[config.mk]
export PLATFORM = sky130hd
export DESIGN_NAME = uart_word_sequencer_flat
export DESIGN_NICKNAME = d
export VERILOG_FILES = /design/src/rtl/uart_seq_pkg.sv /design/src/rtl/uart_seq_if.sv /design/src/rtl/uart_seq_timer.sv /design/src/rtl/uart_word_sequencer.sv /design/src/flat_wrapper.sv
export SDC_FILE = /design/constraint.sdc
export NUM_CORES = 1
export LEC_CHECK = 0
export BUFFER_PORTS_ARGS = -buffer_cell sky130_fd_sc_hd__buf_2
export CORE_MARGIN = 8
export CORE_UTILIZATION = 51
export CTS_BUF_LIST = sky130_fd_sc_hd__clkbuf_8
export CTS_CLUSTER_SIZE = 30
export DETAILED_ROUTE_END_ITERATION = 8
export GPL_ROUTABILITY_DRIVEN = 1
export PLACE_DENSITY = 0.74
export SYNTH_ARGS = -nofsm -noshare
export SYNTH_HDL_FRONTEND = slang
export SYNTH_SLANG_ARGS = --single-unit
export TNS_END_PERCENT = 5
[constraint.sdc]
create_clock -name clk -period 1.98 [get_ports clk]
set_input_delay 0.297 -clock clk [delete_from_list [all_inputs] [get_ports clk]]
set_output_delay 0.297 -clock clk [all_outputs]
set_load 0.02 [all_outputs]
[src/rtl/uart_seq_pkg.sv]
// Shared types and constants for the UART word sequencer.
package uart_seq_pkg;

  typedef enum logic [2:0] {
    StIdle,
    StTxLoad,
    StTxWait,
    StRxArm,
    StRxWait,
    StResp,
    StError
  } seq_state_e;

  localparam logic [1:0]  UART_SEL_DEFAULT = 2'b10;
  localparam int unsigned BYTE_CNT_W       = 2;
  localparam int unsigned WORD_W           = 32;

  localparam logic [BYTE_CNT_W-1:0] LAST_BYTE = '1;

  // Replace byte lane `lane` of `word` with `data`.
  function automatic logic [WORD_W-1:0] put_byte(input logic [WORD_W-1:0]     word,
                                                 input logic [BYTE_CNT_W-1:0] lane,
                                                 input logic [7:0]            data);
    logic [WORD_W-1:0] r;
    r = word;
    r[{lane, 3'b000} +: 8] = data;
    return r;
  endfunction

endpackage

[src/rtl/uart_seq_if.sv]
// APB-side and UART-side signals of the word sequencer, grouped into one bundle.
interface uart_seq_if;
  import uart_seq_pkg::*;

  logic [1:0]        psel;
  logic              pen;
  logic              pwr;
  logic [WORD_W-1:0] pwData;
  logic [WORD_W-1:0] prdata;
  logic              pready;
  logic              err_out;
  logic              txStart;
  logic [7:0]        txData;
  logic              tx_en;
  logic              txDone;
  logic              busy;
  logic              rxStart;
  logic              rx_en;
  logic [7:0]        rxData;
  logic              rxDone;
  logic              err_in;

  // Environment side: APB master plus the UART TX/RX cores.
  modport master (
    output psel, pen, pwr, pwData, txDone, busy, rxData, rxDone, err_in,
    input  prdata, pready, err_out, txStart, txData, tx_en, rxStart, rx_en
  );

  // Sequencer side.
  modport slave (
    input  psel, pen, pwr, pwData, txDone, busy, rxData, rxDone, err_in,
    output prdata, pready, err_out, txStart, txData, tx_en, rxStart, rx_en
  );

endinterface

[src/rtl/uart_seq_timer.sv]
// Per-byte wait timer: cleared on state entry, counts while enabled, flags TIMEOUT-1.
module uart_seq_timer #(
  parameter int unsigned TIMEOUT = 65535
) (
  input  logic clk,
  input  logic rst_n,
  input  logic clr_i,
  input  logic en_i,
  output logic expired_o
);

  localparam int unsigned     CntW    = $clog2(TIMEOUT);
  localparam logic [CntW-1:0] LastCnt = CntW'(TIMEOUT - 1);

  logic [CntW-1:0] cnt_q, cnt_d;

  assign expired_o = (cnt_q == LastCnt);

  always_comb begin
    cnt_d = cnt_q;
    if (clr_i) begin
      cnt_d = '0;
    end else if (en_i && !expired_o) begin
      cnt_d = cnt_q + CntW'(1);
    end
  end

  always_ff @(posedge clk) begin
    if (!rst_n) begin
      cnt_q <= '0;
    end else begin
      cnt_q <= cnt_d;
    end
  end

endmodule

[src/rtl/uart_word_sequencer.sv]
// APB-to-UART word sequencer: a write goes out as four LSB-first TX bytes, a read collects
// four RX bytes into prdata; per-byte timeout and err_in end the transfer with an error.
module uart_word_sequencer
  import uart_seq_pkg::*;
#(
  parameter logic [1:0]  UART_SEL = UART_SEL_DEFAULT,
  parameter int unsigned TIMEOUT  = 65535
) (
  input logic       clk,
  input logic       rst_n,
  uart_seq_if.slave bus
);

  seq_state_e            state_q, state_d;
  logic [WORD_W-1:0]     shift_q, shift_d;
  logic [BYTE_CNT_W-1:0] cnt_q, cnt_d;
  logic [WORD_W-1:0]     prdata_q, prdata_d;
  logic                  pready_q, pready_d;
  logic                  err_q, err_d;
  logic                  tx_start_q, tx_start_d;
  logic [7:0]            tx_data_q, tx_data_d;
  logic                  tx_en_q, tx_en_d;
  logic                  rx_start_q, rx_start_d;
  logic                  rx_en_q, rx_en_d;
  logic                  timer_clr, timer_en, timer_exp;
  logic                  last_byte;

  assign last_byte = (cnt_q == LAST_BYTE);
  assign timer_en  = (state_q == StTxLoad) || (state_q == StTxWait) || (state_q == StRxWait);
  // Any state change restarts the wait budget for the state being entered.
  assign timer_clr = (state_d != state_q);

  uart_seq_timer #(
    .TIMEOUT (TIMEOUT)
  ) u_timer (
    .clk       (clk),
    .rst_n     (rst_n),
    .clr_i     (timer_clr),
    .en_i      (timer_en),
    .expired_o (timer_exp)
  );

  always_comb begin
    state_d    = state_q;
    shift_d    = shift_q;
    cnt_d      = cnt_q;
    prdata_d   = '0;
    tx_start_d = 1'b0;
    rx_start_d = 1'b0;
    tx_data_d  = tx_data_q;

    unique case (state_q)
      StIdle: begin
        if (bus.psel == UART_SEL && bus.pen) begin
          cnt_d = '0;
          if (bus.pwr) begin
            shift_d = bus.pwData;
            state_d = StTxLoad;
          end else begin
            shift_d = '0;
            state_d = StRxArm;
          end
        end
      end
      StTxLoad: begin
        if (bus.err_in) begin
          state_d = StError;
        end else if (!bus.busy) begin
          tx_start_d = 1'b1;
          tx_data_d  = shift_q[7:0];
          state_d    = StTxWait;
        end else if (timer_exp) begin
          state_d = StError;
        end
      end
      StTxWait: begin
        if (bus.err_in) begin
          state_d = StError;
        end else if (bus.txDone) begin
          shift_d = shift_q >> 8;
          cnt_d   = cnt_q + BYTE_CNT_W'(1);
          state_d = last_byte ? StResp : StTxLoad;
        end else if (timer_exp) begin
          state_d = StError;
        end
      end
      StRxArm: begin
        if (bus.err_in) begin
          state_d = StError;
        end else begin
          rx_start_d = 1'b1;
          state_d    = StRxWait;
        end
      end
      StRxWait: begin
        if (bus.err_in) begin
          state_d = StError;
        end else if (bus.rxDone) begin
          shift_d = put_byte(shift_q, cnt_q, bus.rxData);
          cnt_d   = cnt_q + BYTE_CNT_W'(1);
          if (last_byte) begin
            prdata_d = shift_d;
            state_d  = StResp;
          end else begin
            state_d = StRxArm;
          end
        end else if (timer_exp) begin
          state_d = StError;
        end
      end
      StResp, StError: begin
        state_d = StIdle;
      end
      default: begin
        state_d = StIdle;
      end
    endcase

    // Outputs are registered from the state being entered, so nothing is combinational
    // from an input pin to an output pin.
    pready_d = (state_d == StResp) || (state_d == StError);
    err_d    = (state_d == StError);
    tx_en_d  = (state_d == StTxLoad) || (state_d == StTxWait);
    rx_en_d  = (state_d == StRxArm) || (state_d == StRxWait);
    if (!tx_en_d) begin
      tx_data_d = '0;
    end
  end

  always_ff @(posedge clk) begin
    if (!rst_n) begin
      state_q    <= StIdle;
      shift_q    <= '0;
      cnt_q      <= '0;
      prdata_q   <= '0;
      pready_q   <= 1'b0;
      err_q      <= 1'b0;
      tx_start_q <= 1'b0;
      tx_data_q  <= '0;
      tx_en_q    <= 1'b0;
      rx_start_q <= 1'b0;
      rx_en_q    <= 1'b0;
    end else begin
      state_q    <= state_d;
      shift_q    <= shift_d;
      cnt_q      <= cnt_d;
      prdata_q   <= prdata_d;
      pready_q   <= pready_d;
      err_q      <= err_d;
      tx_start_q <= tx_start_d;
      tx_data_q  <= tx_data_d;
      tx_en_q    <= tx_en_d;
      rx_start_q <= rx_start_d;
      rx_en_q    <= rx_en_d;
    end
  end

  assign bus.prdata  = prdata_q;
  assign bus.pready  = pready_q;
  assign bus.err_out = err_q;
  assign bus.txStart = tx_start_q;
  assign bus.txData  = tx_data_q;
  assign bus.tx_en   = tx_en_q;
  assign bus.rxStart = rx_start_q;
  assign bus.rx_en   = rx_en_q;

endmodule

[src/flat_wrapper.sv]
// flat-port wrapper written by rule: the top's interface ports become plain ports
module uart_word_sequencer_flat import uart_seq_pkg::*;
#(
  parameter logic [1:0]  UART_SEL = UART_SEL_DEFAULT,
  parameter int unsigned TIMEOUT  = 65535
)
  (clk, rst_n, bus_psel, bus_pen, bus_pwr, bus_pwData, bus_txDone, bus_busy, bus_rxData, bus_rxDone, bus_err_in, bus_prdata, bus_pready, bus_err_out, bus_txStart, bus_txData, bus_tx_en, bus_rxStart, bus_rx_en);
  uart_seq_if bus_i ();
  input logic clk;
  input logic rst_n;
  input wire logic [$bits(bus_i.psel)-1:0] bus_psel;
  input wire logic [$bits(bus_i.pen)-1:0] bus_pen;
  input wire logic [$bits(bus_i.pwr)-1:0] bus_pwr;
  input wire logic [$bits(bus_i.pwData)-1:0] bus_pwData;
  input wire logic [$bits(bus_i.txDone)-1:0] bus_txDone;
  input wire logic [$bits(bus_i.busy)-1:0] bus_busy;
  input wire logic [$bits(bus_i.rxData)-1:0] bus_rxData;
  input wire logic [$bits(bus_i.rxDone)-1:0] bus_rxDone;
  input wire logic [$bits(bus_i.err_in)-1:0] bus_err_in;
  output wire logic [$bits(bus_i.prdata)-1:0] bus_prdata;
  output wire logic [$bits(bus_i.pready)-1:0] bus_pready;
  output wire logic [$bits(bus_i.err_out)-1:0] bus_err_out;
  output wire logic [$bits(bus_i.txStart)-1:0] bus_txStart;
  output wire logic [$bits(bus_i.txData)-1:0] bus_txData;
  output wire logic [$bits(bus_i.tx_en)-1:0] bus_tx_en;
  output wire logic [$bits(bus_i.rxStart)-1:0] bus_rxStart;
  output wire logic [$bits(bus_i.rx_en)-1:0] bus_rx_en;
  assign bus_i.psel = bus_psel;
  assign bus_i.pen = bus_pen;
  assign bus_i.pwr = bus_pwr;
  assign bus_i.pwData = bus_pwData;
  assign bus_i.txDone = bus_txDone;
  assign bus_i.busy = bus_busy;
  assign bus_i.rxData = bus_rxData;
  assign bus_i.rxDone = bus_rxDone;
  assign bus_i.err_in = bus_err_in;
  assign bus_prdata = bus_i.prdata;
  assign bus_pready = bus_i.pready;
  assign bus_err_out = bus_i.err_out;
  assign bus_txStart = bus_i.txStart;
  assign bus_txData = bus_i.txData;
  assign bus_tx_en = bus_i.tx_en;
  assign bus_rxStart = bus_i.rxStart;
  assign bus_rx_en = bus_i.rx_en;
  uart_word_sequencer #(.UART_SEL(UART_SEL), .TIMEOUT(TIMEOUT)) u_core (.clk(clk), .rst_n(rst_n), .bus(bus_i));
endmodule
==> results.cfg <==
[run_status]
status = finished, violations left
violations = setup timing

[floorplan]
core_region_area_um2 = 8720
die_h_um = 111
fp-row-count = 34
die_w_um = 111
initial_core_util_pct = 52.7
die_area_um2 = 12300
io-pin-count = 96

[clocking]
clk_latency_ps = 370
path_clk_slew_ps = 110
cts_tree = built
cts_max_path_buffers = 2
cts_max_level = 3
cts.sinks = 99
cts_buffers = 9
root_buffer = clkbuf_8
hold_buffers = 0

[synth]
synth_cell_types = 54
async_flop_share_pct = 0
synthFlopType = dfxtp_1
synth_seq_cells = 99
syn_inst = 559
netlist_area_um2 = 4600
avgSynthCellArea_um2 = 8.23
ys_seq_area_share_pct = 43.1
synth-edff-count = 0
yosys_warnings = 0
synthesis.nets = 616

[routing]
drc = 0
vias_per_cell = 5.78
drt_pass1_iterations = 6
wire_per_inst_um = 18.3
drtAntennaViolNets = 0
drt_iter0_markers = 432
routed_wl_um = 15200
vias = 4814

[global_routing]
grt_use_met2_pct = 35.5
gr-usage-met3_pct = 5.95
grt-ovfl-total = 0
grt_pass1_vias = 4674
global_route.usage.met1_pct = 30.5
grt_pass1_wl_um = 24000
antenna_found_initial = 0
grt_max_degree = 35
grt-busiest-layer = met2
track_usage_pct = 23.1

[placement]
io_buffers = 95
globalplace.congestion = 0.863
dpl-instance-area_um2 = 5650
dp_hpwl_um = 10000

[cells_and_area]
drive_above_1_share_pct = 36.6
layout_common_cells = dfxtp_1 (96), buf_2 (95), buf_4 (79), nor2_1 (62), a21oi_1 (41)
layout_commonest_cell = dfxtp_1
n_antenna_cell = 0
fin_area_um2 = 6400
area_growth_pct = 39.2
finalNetCount = 777

[worst_setup_path]
criticalPathCategory = reg -> reg
crit_arrival_ps = 2390
cp_max_fo = 5
start_kind = flip-flop
worst_setup_path_end_kind = flip-flop
cp.required_ps = 2240
rrSetupSlack_ps = -150

[timing]
fin_worst_skew_ps = 15.0
tns_ps = -3540
rsz0062_at_grt = yes
period_share_pct = 108
min_period_ps = 2130
drv_slew = 0
hold_slack_ps = 149
finalHoldViolCount = 0
setup_ws_ps = -150
fmax_ghz = 0.469
setup_viol = 50
slew_headroom_pct = 71.0
tightest_slew_ps = 433

[hold_path]
hold_class = in -> reg

[pwr]
leakagePower_nw = 2.65
irDropWorstVdd_mv = 0.419
p_per_area_nw_per_um2 = 744

[job]
maxCapViolCount = 0
## metrics by stage
| stage | instances | total power [mW] | setup slack (ps) | utilization [%] |
|---|---|---|---|---|
| finish | 833 | 4.76 | -150 | 73.4 |
| global route | 833 | 4.95 | -227 | 73.4 |
| CTS | 822 | 4.61 | -149 | 69.8 |
| detailed placement | 797 | 3.08 | -335 | 64.8 |
| global placement | 797 | 3.06 | -261 | 64.8 |
| floorplan | 559 | 2.73 | -38.9 | - |
## kinds of logic after synthesis
logic type                 share of synthesized area, %
muxes                                              2.67
adders and majority gates                          1.90
and+or+nand+nor                                    22.4
xor gates and xnor gates                           3.24
AOI/OAI and AO/OA                                  21.2
DFF                                                43.1
buffers and inverters                              5.52
## power breakdown
group          total, mW  leakage [nW]  internal, mW  switching (mW)
clock               1.41         0.108         0.646           0.769
combinational       1.14          1.74         0.548           0.597
sequential          2.20         0.805          2.10           0.106
total               4.76          2.65          3.29            1.47
## path summary, 6_finish.rpt
path | startpoint | to | cells past startpoint
max | u_core.u_timer.cnt_q[11] | u_core.bus.txData[5] | 6
min | bus_pwData[28] | u_core.shift_q[28] | 3
max reg2reg | u_core.u_timer.cnt_q[11] | u_core.bus.txData[5] | 6
min reg2reg | u_core.bus.txData[2] | u_core.bus.txData[2] | 2
## state kept, by name (all words and copies together) (netlist names)
register,flops
u_core.bus.prdata,32
u_core.shift_q,32
u_core.u_timer.cnt_q,16
u_core.bus.txData,8
u_core.state_q,3
u_core.cnt_q,2
u_core.bus.err_out,1
u_core.bus.pready,1
u_core.bus.rxStart,1
u_core.bus.rx_en,1
u_core.bus.txStart,1
u_core.bus.tx_en,1
## synth_stat cells (all sizes together), types with 7 or more instances
library cell  instances  area (um^2)
mux2i                11          123
dfxtp                99         1980
nand3                 7         35.0
a221oi               13          114
nor2                 67          251
nand4                 8         50.1
a222oi                8         80.1
inv                  20         75.1
ha                    7         87.6
nand2                38          143
a21oi                45          225
nor3                 27          135
nor2b                24          150
xor2                 11         96.3
o21ai                65          325
buf                  12         77.6
clkbuf               27          101
## layer usage
metal  up-vias  routed length [um]
met5         -                   0
met4         0                 286
met3        31                1590
met2       250                7020
met1      2226                6340
li1       2307                   -
## repair_timing
action | in CTS | in global routing
endpoints found under the hold margin | 0 | 0
endpoints found under the setup margin | 76 | 79
gates cloned | 3 | 2
setup buffers | 6 | 11
gates resized for setup | 17 | 79
pin swaps | 11 | 21
## cell type report
type / count / area, um^2
multi-input combinational: 402 / 2650
fill: 658 / 2320
sequential: 99 / 1990
timing repair buffer: 188 / 1330
clock buffer: 10 / 138
tap: 108 / 135
clock inverter: 6 / 82.6
inverter: 20 / 75.1
## worst max-delay path: stages (launching register included)
cell and delay [ps]:
dfxtp_1 350, nand4_1 260, or4_4 630, o211ai_1 230, o21ba_2 240, mux2i_4 230, nor2_1 80
(Power assumes the default switching activity.)
